[config.mk]
export PLATFORM = sky130hd
export DESIGN_NAME = rsa_modexp
export DESIGN_NICKNAME = d
export VERILOG_FILES = /design/src/rtl/rsa_pkg.sv /design/src/rtl/rsa_modmul.sv /design/src/rtl/rsa_modexp.sv
export SDC_FILE = /design/constraint.sdc
export NUM_CORES = 1
export LEC_CHECK = 0
export CAP_MARGIN = 20
export CORE_UTILIZATION = 40
export DETAILED_ROUTE_END_ITERATION = 10
export GPL_TIMING_DRIVEN = 0
export SYNTH_ARGS = -nofsm -noshare
export SYNTH_HDL_FRONTEND = slang
export SYNTH_SLANG_ARGS = --single-unit
[constraint.sdc]
create_clock -name clk -period 6.4 [get_ports clk]
set_clock_uncertainty 0.1 [all_clocks]
set_input_delay 1.28 -clock clk [delete_from_list [all_inputs] [get_ports clk]]
set_output_delay 1.28 -clock clk [all_outputs]
set_load 0.05 [all_outputs]
[src/rtl/rsa_pkg.sv]
// Shared definitions for the RSA exponentiation core and its enable/sequencing FSM.
package rsa_pkg;
   localparam int RSA_WIDTH = 8;

   typedef enum logic [2:0] {
      IDLE,
      LOAD,
      SQ_START,
      SQ_WAIT,
      MUL_START,
      MUL_WAIT,
      NEXT,
      DONE
   } rsa_state_e;
endpackage

[src/rtl/rsa_modmul.sv]
// Interleaved (Blakley) modular multiplier: product = a*b mod n, MSB-first, one bit per cycle.
// mm_start is sampled at cycle s; mm_done pulses at s+WIDTH+1 with product valid.
module rsa_modmul
   import rsa_pkg::*;
#(
   parameter int WIDTH = RSA_WIDTH
) (
   input  logic             clk,
   input  logic             rst,
   input  logic             ena,
   input  logic             clear,
   input  logic             mm_start,
   input  logic [WIDTH-1:0] a,
   input  logic [WIDTH-1:0] b,
   input  logic [WIDTH-1:0] n,
   output logic             mm_done,
   output logic [WIDTH-1:0] product
);
   localparam int PW = WIDTH + 2;
   localparam int CW = $clog2(WIDTH);

   logic [WIDTH-1:0] a_q, a_d, b_q, b_d, n_q, n_d;
   logic [PW-1:0]    p_q, p_d;
   logic [CW-1:0]    cnt_q, cnt_d;
   logic             busy_q, busy_d, done_q, done_d;
   logic [PW-1:0]    p_dbl, p_s1, p_s2, n_ext;

   // 2P + a[i]*b stays below 3n for in-range operands, so two trial subtracts fully reduce it
   always_comb begin
      n_ext = {2'b00, n_q};
      p_dbl = {p_q[PW-2:0], 1'b0} + (a_q[cnt_q] ? {2'b00, b_q} : {PW{1'b0}});
      p_s1  = (p_dbl >= n_ext) ? (p_dbl - n_ext) : p_dbl;
      p_s2  = (p_s1 >= n_ext) ? (p_s1 - n_ext) : p_s1;
   end

   always_comb begin
      a_d    = a_q;
      b_d    = b_q;
      n_d    = n_q;
      p_d    = p_q;
      cnt_d  = cnt_q;
      busy_d = busy_q;
      done_d = 1'b0;
      if (clear) begin
         busy_d = 1'b0;
      end else if (mm_start) begin
         a_d    = a;
         b_d    = b;
         n_d    = n;
         p_d    = '0;
         cnt_d  = CW'(WIDTH - 1);
         busy_d = 1'b1;
      end else if (busy_q) begin
         p_d = p_s2;
         if (cnt_q == '0) begin
            busy_d = 1'b0;
            done_d = 1'b1;
         end else begin
            cnt_d = cnt_q - CW'(1);
         end
      end
   end

   always_ff @(posedge clk or posedge rst) begin
      if (rst) begin
         a_q    <= '0;
         b_q    <= '0;
         n_q    <= '0;
         p_q    <= '0;
         cnt_q  <= '0;
         busy_q <= 1'b0;
         done_q <= 1'b0;
      end else if (ena) begin
         a_q    <= a_d;
         b_q    <= b_d;
         n_q    <= n_d;
         p_q    <= p_d;
         cnt_q  <= cnt_d;
         busy_q <= busy_d;
         done_q <= done_d;
      end
   end

   assign mm_done = done_q;
   assign product = p_q[WIDTH-1:0];
endmodule

[src/rtl/rsa_modexp.sv]
// Left-to-right square-and-multiply modular exponentiation (out = in^e mod n).
// Optional macro RSA_LZ_SKIP_EN skips the squarings for leading-zero exponent bits.
module rsa_modexp
   import rsa_pkg::*;
#(
   parameter int WIDTH = RSA_WIDTH
) (
   input  logic             clk,
   input  logic             rst,
   input  logic             ena,
   input  logic             en_rsa,
   input  logic             clear_rsa,
   input  logic [WIDTH-1:0] in_data,
   input  logic [WIDTH-1:0] exponent,
   input  logic [WIDTH-1:0] modulus,
   output logic [WIDTH-1:0] out_data,
   output logic             eoc_rsa
);
   localparam int IW = $clog2(WIDTH);

   rsa_state_e       state_q, state_d;
   logic [WIDTH-1:0] m_q, m_d, e_q, e_d, n_q, n_d;
   logic [WIDTH-1:0] acc_q, acc_d, out_q, out_d;
   logic [IW-1:0]    idx_q, idx_d;
`ifdef RSA_LZ_SKIP_EN
   logic             started_q, started_d;
`endif

   logic             mm_ena, mm_clear, mm_start, mm_done;
   logic [WIDTH-1:0] mm_b, mm_product;

   // The multiplier freezes with the FSM on en_rsa=0, but a clear must still reach it
   assign mm_ena   = ena & (en_rsa | ~clear_rsa);
   assign mm_clear = ~clear_rsa;
   assign mm_start = (state_q == SQ_START) || (state_q == MUL_START);
   assign mm_b     = (state_q == MUL_START) ? m_q : acc_q;

   rsa_modmul #(
      .WIDTH(WIDTH)
   ) u_modmul (
      .clk     (clk),
      .rst     (rst),
      .ena     (mm_ena),
      .clear   (mm_clear),
      .mm_start(mm_start),
      .a       (acc_q),
      .b       (mm_b),
      .n       (n_q),
      .mm_done (mm_done),
      .product (mm_product)
   );

   always_comb begin
      state_d = state_q;
      m_d     = m_q;
      e_d     = e_q;
      n_d     = n_q;
      acc_d   = acc_q;
      idx_d   = idx_q;
      out_d   = out_q;
`ifdef RSA_LZ_SKIP_EN
      started_d = started_q;
`endif
      if (!clear_rsa) begin
         state_d = IDLE;
      end else if (en_rsa) begin
         case (state_q)
            IDLE: state_d = LOAD;
            LOAD: begin
               m_d   = in_data;
               e_d   = exponent;
               n_d   = modulus;
               acc_d = WIDTH'(1);
               idx_d = IW'(WIDTH - 1);
`ifdef RSA_LZ_SKIP_EN
               started_d = exponent[WIDTH-1];
               state_d   = exponent[WIDTH-1] ? SQ_START : NEXT;
`else
               state_d = SQ_START;
`endif
            end
            SQ_START: state_d = SQ_WAIT;
            SQ_WAIT: begin
               if (mm_done) begin
                  acc_d   = mm_product;
                  state_d = e_q[idx_q] ? MUL_START : NEXT;
               end
            end
            MUL_START: state_d = MUL_WAIT;
            MUL_WAIT: begin
               if (mm_done) begin
                  acc_d   = mm_product;
                  state_d = NEXT;
               end
            end
            NEXT: begin
               if (idx_q == '0) begin
                  out_d   = acc_q;
                  state_d = DONE;
               end else begin
                  idx_d = idx_q - IW'(1);
`ifdef RSA_LZ_SKIP_EN
                  // acc is still 1 until the first set bit, so squaring it is a no-op
                  if (!started_q && !e_q[idx_d]) begin
                     state_d = NEXT;
                  end else begin
                     started_d = 1'b1;
                     state_d   = SQ_START;
                  end
`else
                  state_d = SQ_START;
`endif
               end
            end
            DONE:    state_d = DONE;
            default: state_d = IDLE;
         endcase
      end
   end

   always_ff @(posedge clk or posedge rst) begin
      if (rst) begin
         state_q <= IDLE;
         m_q     <= '0;
         e_q     <= '0;
         n_q     <= '0;
         acc_q   <= '0;
         idx_q   <= '0;
         out_q   <= '0;
`ifdef RSA_LZ_SKIP_EN
         started_q <= 1'b0;
`endif
      end else if (ena) begin
         state_q <= state_d;
         m_q     <= m_d;
         e_q     <= e_d;
         n_q     <= n_d;
         acc_q   <= acc_d;
         idx_q   <= idx_d;
         out_q   <= out_d;
`ifdef RSA_LZ_SKIP_EN
         started_q <= started_d;
`endif
      end
   end

   assign out_data = out_q;
   assign eoc_rsa  = (state_q == DONE);
endmodule

# Word level (Yosys, flattened, before mapping)
# Cells that the tools add are included.
# W data, S select, Z words.
[word_totals]
output_inout_bits = 9
reg_bits = 84
[op_classes]
n_eq_ne = 13
addsub = 5
magnitude_cmp = 4
reduce_logical = 16
bitwise_logic = 3
mux = 32
[op_table]
columns = ["cell", "n"]
rows = [
  ["$mux W3", 9],
  ["$mux W9", 3],
  ["$mux W8", 3],
  ["$pmux W3 S8", 1],
  ["$ge A10 B8 Y1", 2],
  ["$pmux W8 S2", 1],
  ["$reduce_and A5 Y1", 3],
  ["$eq A3 B3 Y1 const B", 4],
  ["$reduce_and A4 Y1", 3],
  ["$add A10 B8 Y10", 1],
  ["$mux W1", 10],
  ["$mux W10", 1],
  ["$sub A10 B8 Y10", 1],
  ["$logic_not A3 Y1", 3],
  ["$sub A9 B8 Y9", 1],
  ["$lt A3 B4 Y1 const B", 2],
  ["$bmux W1 S3", 2],
  ["$eq A3 B2 Y1 const B", 2],
  ["$ne A2 B2 Y1 const B", 3],
  ["$ne A3 B2 Y1 const B", 2],
  ["$pmux W3 S2", 1],
  ["$reduce_and A3 Y1", 2],
  ["$reduce_bool A2 Y1", 3],
  ["$sub A3 B1 Y3 const B", 2],
  ["other kinds (8)", 8],
]

# Logic depth before layout (Yosys ltp)
# Gate-level depths: netlist of run 1.
[logic_depth]
depth_word = 10
ltp_mapped = 28

# By module
# Synthesis of run 1 repeated with hierarchy kept, for this count alone.
[unflattened]
hier_cells = 480
hier_area_um2 = 5242.5
[modules_own_cells]
columns = ["mod", "cells_per_inst", "seq_area_each_um2", "instances", "area_each_um2"]
rows = [
  ["rsa_modmul", 306, 950.9, 1, 3011.6],
  ["rsa_modexp", 174, 1151.1, 1, 2230.9],
]

# Worst setup path after synthesis of run 1
# Ideal clock, no wire load.
[synth_timing]
path_kind = "register to register"
from = "register u_modmul.cnt_q[0]"
to = "register u_modmul.p_q[4]"
path_slack_ns = -0.384
setup_time_ns = 0.126
stages_incl_launch_ff = 25
required_time_ns = 6.174
arrival_time_ns = 6.558
synth_period_minus_slack_ns = 6.784
path_cell_list = "dfrtp_1 > mux4_2 > mux2i_1 > nor2b_1 > ha_1 > fa_1 > a21o_1 > a221oi_1 > xnor2_1 > ha_1 > or4_1 > o22a_2 > nor2_2 > or4b_1 > buf_6 > mux2_2 > ha_1 > nor2b_1 > o21ai_0 > nand2b_1 > and2_1 > o221a_2 > nor3_1 > a2111oi_0 > a221o_1"
[synth_via]
elab_chain_cells = 10
elab_cells_between_ends = 12
[synth_lines]
columns = ["element", "line", "rtl"]
rows = [
  ["start, declared", "rsa_modmul.sv:24", "logic [CW-1:0] cnt_q, cnt_d;"],
  ["start signal, assigned", "rsa_modmul.sv:78", "cnt_q <= cnt_d;"],
  ["$bmux W1 S3 (*)", "rsa_modmul.sv:31", "p_dbl = {p_q[PW-2:0], 1'b0} + (a_q[cnt_q] ? {2'b00, b_q} : {PW{1'b0}});"],
  ["$mux W1 (not written as such) (*)", "rsa_modmul.sv:31", ""],
  ["$mux W8 (*)", "rsa_modmul.sv:31", ""],
  ["$add A10 B8 Y10 (*)", "rsa_modmul.sv:31", ""],
  ["$sub A10 B8 Y10 / $ge A10 B8 Y1 (equally long branches)", "rsa_modmul.sv:32", "p_s1 = (p_dbl >= n_ext) ? (p_dbl - n_ext) : p_dbl;"],
  ["$mux W10 (*)", "rsa_modmul.sv:32", ""],
  ["$sub A9 B8 Y9 / $ge A10 B8 Y1 (equally long branches)", "rsa_modmul.sv:33", "p_s2 = (p_s1 >= n_ext) ? (p_s1 - n_ext) : p_s1;"],
  ["$mux W9 (*)", "rsa_modmul.sv:33", ""],
  ["$mux W9 (*)", "rsa_modmul.sv:53", "end else if (busy_q) begin"],
  ["$mux W9 (*)", "rsa_modmul.sv:46", "end else if (mm_start) begin"],
  ["end signal, assigned", "rsa_modmul.sv:77", "p_q <= p_d;"],
  ["end, declared", "rsa_modmul.sv:23", "logic [PW-1:0] p_q, p_d;"],
]
# Mark *: on every way between the ends. The rest lies on a longest branch, timed or not. The select of a mux whose other input is x is not followed.
# A chain may end at the register's enable or synchronous reset.

# Worst setup path in the final report of run 1
[layout_timing]
from = "register u_modmul.cnt_q[0]"
to = "register u_modmul.p_q[3]"
# The elaborated chain is that of the path after synthesis.

==> flow_metrics.py, run 1 <==
metrics = {
    "status": {
        "outcome": "completed",
    },
    "layout": {
        "diodes": 0,
        "fin_nets": 599,
        "area_growth_pct": 22.2,
        "layout-drive-gt1-share_pct": 19.5,
    },
    "power_and_ir_drop": {
        "power_density_mw_per_mm2": 272,
        "irDropWorstVdd_mv": 0.195,
        "p_leak_uw": 0.00266,
    },
    "sta": {
        "worst_slack_ns": 0.0395,
        "rsz0062_at_grt": "true",
        "tns_ns": 0,
        "finalHoldViolations": 0,
        "finalSetupViolations": 0,
        "tightest_slew_ns": 0.841,
        "timing.final.crit_share_pct": 99.4,
        "fmax_ghz": 0.157,
        "slew_headroom_pct": 43.7,
        "slew_viol_final": 0,
        "period_needed_ns": 6.36,
    },
    "logic_synthesis": {
        "synth_cells": 479,
        "synth-seq-area-share_pct": 42.8,
        "syn_area_mm2": 0.00491,
        "synth_flop_cell": "dfrtp_1",
        "ys_warn_count": 0,
        "ys_top_cells_by_area": "dfrtp_1, mux2_2, ha_1, o21ai_0, nand2_1",
        "syn_avg_cell_area_um2": 10.3,
        "synth_top_area_share_pct": 42.8,
        "synth.net_count": 538,
        "synthArstFlopShare_pct": 100,
        "yosysTopAreaCell": "dfrtp_1",
        "synth_cell_types": 55,
        "ys_ff_latch": 84,
        "synth_edf_count": 0,
    },
    "setup_path": {
        "crit_type": "flop to flop",
        "worstPathRequired_ns": 6.48,
        "r2r_slack_ns": 0.04,
        "critPathMaxFanout": 7,
        "cp.arrival_ns": 6.45,
        "start_kind": "flop",
        "worst-r2r-cell-count": 22,
        "slowest_delay_ns": 0.54,
        "crit_chain": "mux4_2 > mux2i_4 > nor2b_1 > ha_2 > fa_2 > a21o_1 > a221oi_2 > xnor2_1 > ha_2 > or4_1 > o22a_2 > nor2_2 > or4b_4 > buf_4 > mux2_2 > ha_2 > a21oi_2 > nand2_1 > o221a_4 > nor3_4 > and2_4 > o311ai_1",
        "crit_top_cell": "ha_2",
        "crit_slowest_cell": "mux4_2",
        "reg2reg_to": "u_modmul.p_q[3]",
        "r2r_start": "u_modmul.cnt_q[0]",
        "worstSetupEndpointType": "flop",
    },
    "route": {
        "ant_nets": 0,
        "viasPerCell": 5.49,
        "vias": 3796,
        "firstDrtPassIters": 4,
        "drt_iter0_markers": 150,
        "wl_per_cell_um": 16.2,
        "wl_mm": 11.2,
        "drcViolationCount": 0,
    },
    "placement": {
        "gp_congestion": 0.785,
        "pre_cts_slack_ns": -0.708,
        "portBuffers": 37,
        "dp.final_hpwl_mm": 8.26,
    },
    "floorplanning": {
        "start_util_pct": 40.9,
        "die_h_um": 113,
        "core-area_mm2": 0.0120,
        "std_cell_rows": 40,
        "die_x_um": 113,
        "io_pins": 38,
        "die-area_mm2": 0.0127,
    },
    "global_routing": {
        "overflow": 0,
        "grt_max_degree": 74,
        "gr-usage-all-layers_pct": 18.8,
        "grt_pass1_vias": 3743,
        "grt_pass1_wl_mm": 18.6,
        "antenna_found_initial": 0,
    },
    "clock_network": {
        "numCtsBuffers": 9,
        "htreeDepth": 3,
        "cts_buffer_depth": 2,
        "insertion_delay_ns": 0.33,
        "clock-sinks": 84,
        "clock-root-buffer": "clkbuf_16",
        "clk_pin_slew_ns": 0.06,
        "cts_tree": "built",
        "cts_hold_buf": 0,
    },
    "worst_hold_path": {
        "hold_class": "flop to flop",
        "whs_endpoint": "u_modmul.n_q[3]",
        "min-delay-start": "n_q[3]",
        "hold_depth": 2,
    },
    "job": {
        "drv_cap": 0,
    },
}
-- sequential cells by signal, summed over array words and instances, names as in the netlist --
| signal | cells |
|---|---|
| u_modmul.p_q | 9 |
| idx_q | 3 |
| n_q | 8 |
| u_modmul.mm_done | 1 |
| u_modmul.b_q | 8 |
| u_modmul.cnt_q | 3 |
| out_data | 8 |
| u_modmul.n_q | 8 |
| e_q | 8 |
| u_modmul.a_q | 8 |
| acc_q | 8 |
| m_q | 8 |
| state_q | 3 |
| u_modmul.busy_q | 1 |
-- synth_stat cells, types with 2 or more instances --
| cell type | n |
|---|---|
| nor2b_1 | 13 |
| o31a_1 | 2 |
| ha_1 | 27 |
| o31ai_1 | 3 |
| or4b_1 | 2 |
| and3_1 | 6 |
| or4_1 | 2 |
| a21oi_1 | 28 |
| nor3_1 | 10 |
| a22o_1 | 2 |
| nor2_1 | 31 |
| xnor2_1 | 9 |
| mux2i_1 | 11 |
| buf_1 | 2 |
| nand3_1 | 3 |
| mux4_2 | 4 |
| nand2b_1 | 10 |
| mux2_2 | 46 |
| dfrtp_1 | 84 |
| a31oi_1 | 3 |
| xor2_1 | 5 |
| nor3b_1 | 3 |
| a21o_1 | 5 |
| clkbuf_1 | 12 |
| inv_1 | 19 |
| o21a_1 | 6 |
| o211ai_1 | 4 |
| nand3b_1 | 2 |
| o21ai_0 | 37 |
| o311ai_0 | 6 |
| nand4_1 | 11 |
| fa_1 | 3 |
| nand2_1 | 43 |
| and2_1 | 3 |
| or3_1 | 2 |
-- metal layers --
layer  wire length (um)  track usage (%)  share of wire, %
met5                  0                0                 0
met4                131             5.78               1.2
met3                338             3.70               3.0
met2               5550             31.2                50
met1               5180             24.9                46
-- kinds of logic after synthesis --
group / Yosys count / synth area share, %
flops: 84 / 42.8
fa+ha+maj: 30 / 8.10
compound gates: 108 / 14.0
buf+inv: 35 / 2.90
simple gates: 146 / 14.9
xor+xnor: 14 / 2.49
mux: 62 / 14.9
-- worst max path at each step --
| stage | startpoint | to | slack, ns | cells past startpoint |
|---|---|---|---|---|
| after floorplan | u_modmul.cnt_q[0] | u_modmul.p_q[4] | 0.01 | 24 |
| after global placement | u_modmul.cnt_q[0] | u_modmul.p_q[3] | -0.63 | 24 |
| after detailed placement | u_modmul.cnt_q[0] | u_modmul.p_q[0] | -0.71 | 24 |
| after CTS | u_modmul.cnt_q[0] | u_modmul.p_q[4] | 0.009 | 26 |
| after global routing | u_modmul.cnt_q[0] | u_modmul.p_q[4] | -0.19 | 22 |
| final | u_modmul.cnt_q[0] | u_modmul.p_q[3] | 0.04 | 22 |
-- power breakdown --
part           switching, uW  internal [uW]
clock                    202            312
combinational            208            220
sequential              61.5            630
total                    471           1160
-- layout by cell type (no fill, tap or decap), types with 3 or more instances in the layout --
cell type / instances
a21o_1: 5
a21oi_1: 27
a31oi_1: 3
and3_1: 6
buf_4: 11
clkbuf_1: 14
clkbuf_16: 9
clkdlybuf4s50_1: 37
dfrtp_1: 83
ha_1: 21
ha_2: 5
inv_1: 18
mux2_2: 46
mux2i_1: 9
mux4_2: 4
nand2_1: 43
nand2b_1: 10
nand3_1: 3
nand4_1: 11
nor2_1: 31
nor2b_1: 13
nor3_1: 9
nor3b_1: 3
o211ai_1: 4
o21a_1: 6
o21ai_0: 35
o311ai_1: 5
o31ai_1: 3
xnor2_1: 9
xor2_1: 5
-- per-stage QoR --
stage / util (%) / hold WS (ns) / total power, uW / instances / area [um2]
5_1_grt: 50.0 / 0.417 / 1730 / 691 / 6010
3_5_place_dp: 45.9 / 0.370 / 1090 / 664 / 5510
4_1_cts: 49.5 / 0.386 / 1630 / 689 / 5940
6_report: 50.0 / 0.383 / 1630 / 691 / 6010
3_3_place_gp: 45.7 / 0.364 / 1070 / 663 / 5480
2_1_floorplan: - / 0.346 / 981 / 479 / 4930
-- final cells by class --
cell class	instances	area (um2)
clock inverter	3	47.5
timing repair buffer	51	500
tap	147	184
inverter	19	73.8
fill	1107	6010
multi-input combinational	360	2790
buffer	15	60.1
sequential	84	2100
clock buffer	12	246
-- worst max-delay path, delay by kind of cell (launching register included) --
| kind | cells | cell delay (ns) |
|---|---|---|
| multiplexers | 3 | 1.06 |
| AO/OA/AOI/OAI | 6 | 1.24 |
| flip-flops | 1 | 0.40 |
| AND/OR/NAND/NOR | 7 | 1.95 |
| buffers and inverters | 1 | 0.19 |
| adder cells (fa/ha/maj) | 4 | 1.12 |
| XOR/XNOR | 1 | 0.14 |
-- repair_timing --
item / 4_1_cts / 5_1_grt
pin swaps: 10 / 15
setup endpoints to repair: 9 / 9
gates resized for setup: 21 / 12
setup buffers: 10 / 2
Note: power is estimated with default switching activity, not from simulation.
==> run 2, diff against run 1 <==
--- a/config.mk
+++ b/config.mk
@@ -7,6 +7,7 @@
 export LEC_CHECK = 0
 export CAP_MARGIN = 20
 export CORE_UTILIZATION = 40
+export CTS_CLUSTER_DIAMETER = 120
 export DETAILED_ROUTE_END_ITERATION = 10
 export GPL_TIMING_DRIVEN = 0
 export SYNTH_ARGS = -nofsm -noshare
==> results of run 2 <==
The final DEF is identical to that of run 1; final timing and power are the same.
==> run 3, diff against run 2 <==
--- a/config.mk
+++ b/config.mk
@@ -6,10 +6,13 @@
 export NUM_CORES = 1
 export LEC_CHECK = 0
 export CAP_MARGIN = 20
+export CELL_PAD_IN_SITES_DETAIL_PLACEMENT = 0
+export CELL_PAD_IN_SITES_GLOBAL_PLACEMENT = 1
 export CORE_UTILIZATION = 40
 export CTS_CLUSTER_DIAMETER = 120
 export DETAILED_ROUTE_END_ITERATION = 10
 export GPL_TIMING_DRIVEN = 0
+export PLACE_DENSITY_LB_ADDON = 0.1
 export SYNTH_ARGS = -nofsm -noshare
 export SYNTH_HDL_FRONTEND = slang
 export SYNTH_SLANG_ARGS = --single-unit
==> run 3 against run 2 <==
Flip-flop and latch count unchanged. Routed wire length rose by 1.3%. Register-to-register slack improved by 0.03 ns. Largest power group unchanged. Maximum frequency is 0.52% higher. Critical path depth up 3. Sequential share of layout area fell by 0.52 points. Core utilization up 0.76 points.
==> flow_metrics.py, run 3 (synthesis gave the netlist of run 1 again) <==
metrics = {
    "power_and_ir_drop": {
        "swShare_pct": 30.6,
        "switching_power_uw": 495,
        "p_leak_uw": 0.00271,
        "seqPwrFrac_pct": 42.6,
        "irDropWorstVdd_mv": 0.168,
        "p_comb_share_pct": 26.9,
        "power_density_mw_per_mm2": 265,
        "p_clk_share_pct": 30.5,
        "p_int_uw": 1120,
        "power_uw": 1620,
    },
    "setup_path": {
        "worst-r2r-cell-count": 25,
        "start_kind": "flop",
        "cp.arrival_ns": 6.46,
        "critPathMaxFanout": 5,
        "reg2reg_to": "u_modmul.p_q[4]",
        "worstPathRequired_ns": 6.53,
        "r2r_start": "u_modmul.cnt_q[0]",
        "worstSetupEndpointType": "flop",
        "r2r_slack_ns": 0.07,
        "critPathCapture": "u_modmul.p_q[4]",
        "crit_type": "flop to flop",
        "cp-startpoint": "u_modmul.cnt_q[0]",
    },
    "sta": {
        "rsz0062_at_grt": "true",
        "timing.final.crit_share_pct": 98.9,
        "finalSetupViolations": 0,
        "period_needed_ns": 6.33,
        "fmax_ghz": 0.158,
        "worst_slack_ns": 0.0725,
        "tightest_slew_ns": 1.05,
        "finalHoldViolations": 0,
        "slew_viol_final": 0,
        "slew_headroom_pct": 29.4,
    },
    "route": {
        "met2_length_mm": 5.43,
        "vias": 3768,
        "wl_per_cell_um": 16.4,
        "viasPerCell": 5.43,
        "ant_nets": 0,
        "routed.top_layer": "met4",
        "firstDrtPassIters": 4,
        "wl_met3_um": 456,
        "wl_mm": 11.3,
        "drcViolationCount": 0,
        "drt_iter0_markers": 189,
        "m1WireLength_mm": 5.30,
    },
    "layout": {
        "multi_input_area_mm2": 0.00288,
        "regMostFlops": "u_modmul.p_q",
        "layout-drive-gt1-share_pct": 22.3,
        "fillers": 1153,
        "area_growth_pct": 24.1,
        "diodes": 0,
        "fin_nets": 601,
        "stdcell_count": 694,
        "regArea_mm2": 0.00210,
        "largest_reg_flops": 9,
        "layout_commonest_cell": "dfrtp_1",
        "final_cell_mix": "dfrtp_1, mux2_2, nand2_1, clkdlybuf4s50_1, o21ai_0",
    },
    "job": {
        "drv_cap": 0,
    },
    "floorplanning": {
        "die_h_um": 113,
        "die_x_um": 113,
        "core-area_mm2": 0.0120,
        "std_cell_rows": 40,
        "start_util_pct": 40.9,
        "io_pins": 38,
        "die-area_mm2": 0.0127,
    },
    "worst_hold_path": {
        "hold_depth": 2,
        "min-delay-start": "n_q[4]",
        "hold_class": "flop to flop",
    },
    "placement": {
        "gp_congestion": 0.766,
        "pre_cts_slack_ns": -0.978,
        "dp.final_hpwl_mm": 8.65,
        "portBuffers": 37,
        "post-place-cells": 664,
    },
    "global_routing": {
        "overflow": 0,
        "antenna_found_initial": 0,
        "grt_pass1_vias": 3773,
        "grt_pass1_wl_mm": 19.2,
        "grt_max_degree": 60,
        "gr-usage-all-layers_pct": 19.6,
    },
    "clock_network": {
        "numCtsBuffers": 9,
        "insertion_delay_ns": 0.34,
        "clock-sinks": 84,
        "clock-root-buffer": "clkbuf_16",
        "clk_pin_slew_ns": 0.07,
        "cts_tree": "built",
        "htreeDepth": 3,
        "cts_buffer_depth": 2,
        "cts_hold_buf": 0,
    },
    "status": {
        "outcome": "completed",
    },
}
run 3: worst min-delay path by stage:
stage                                  to  slack [ns]
final                     u_modmul.n_q[4]        0.38
after global placement    u_modmul.n_q[4]        0.36
after global routing      u_modmul.n_q[4]        0.41
after floorplan           u_modmul.n_q[1]        0.35
after detailed placement  u_modmul.n_q[3]        0.37
after CTS                 u_modmul.n_q[3]        0.38
run 3: timing repair:
action,4_1_cts,5_1_grt
gates resized for setup,22,24
buffers inserted,10,5
endpoints found under the setup margin,9,9
pin swaps,7,18
run 3: area by class of cell:
type                       count  share of cell area (%)
buffer                        15                   0.985
clock buffer                   9                    3.69
clock inverter                 7                   0.944
inverter                      19                    1.21
multi-input combinational    360                    47.2
sequential                    84                    34.5
tap                          147                    3.02
timing repair buffer          53                    8.50
run 3: per-stage QoR:
| stage | hold slack (ns) | util (%) | area [um2] | TNS (ns) |
|---|---|---|---|---|
| 6_report | 0.379 | 50.8 | 6100 | 0 |
| 5_1_grt | 0.409 | 50.8 | 6100 | -1.15 |
| 4_1_cts | 0.383 | 49.3 | 5920 | 0 |
| 3_5_place_dp | 0.366 | 45.9 | 5510 | -8.37 |
| 3_3_place_gp | 0.363 | 45.7 | 5480 | -7.59 |
| 2_1_floorplan | 0.346 | - | 4930 | 0 |
run 3: worst max-delay path, cell delays in order, from the launching register on:
cell and delay, ns:
dfrtp_2 0.40, mux4_2 0.54, mux2i_4 0.21, nor2b_1 0.09, ha_2 0.20, fa_2 0.39, a21o_1 0.20, a221oi_2 0.31
xnor2_2 0.14, ha_2 0.19, or4_4 0.50, o22a_4 0.22, nor2_4 0.08, or4b_4 0.53, mux2i_2 0.23, inv_1 0.10
ha_4 0.17, fa_2 0.36, nor2b_1 0.13, o21ai_1 0.08, nand2b_1 0.09, and2_4 0.17, o221a_4 0.19, nor3_4 0.06
and3_1 0.22, a221o_1 0.28
run 3: power by group through the flow:
stage | combinational (uW) | clock [uW] | sequential [uW]
5_1_grt | 494 | 530 | 704
3_5_place_dp | 388 | 0 | 699
6_report | 435 | 493 | 688
2_1_floorplan | 303 | 0 | 678
4_1_cts | 411 | 507 | 690
3_3_place_gp | 377 | 0 | 697
run 3: routing by layer:
layer  track usage, %  vias up
met5                0        -
met4             6.67        0
met3             4.02       13
met2             32.1       78
met1             25.8     1802
li1                 -     1875
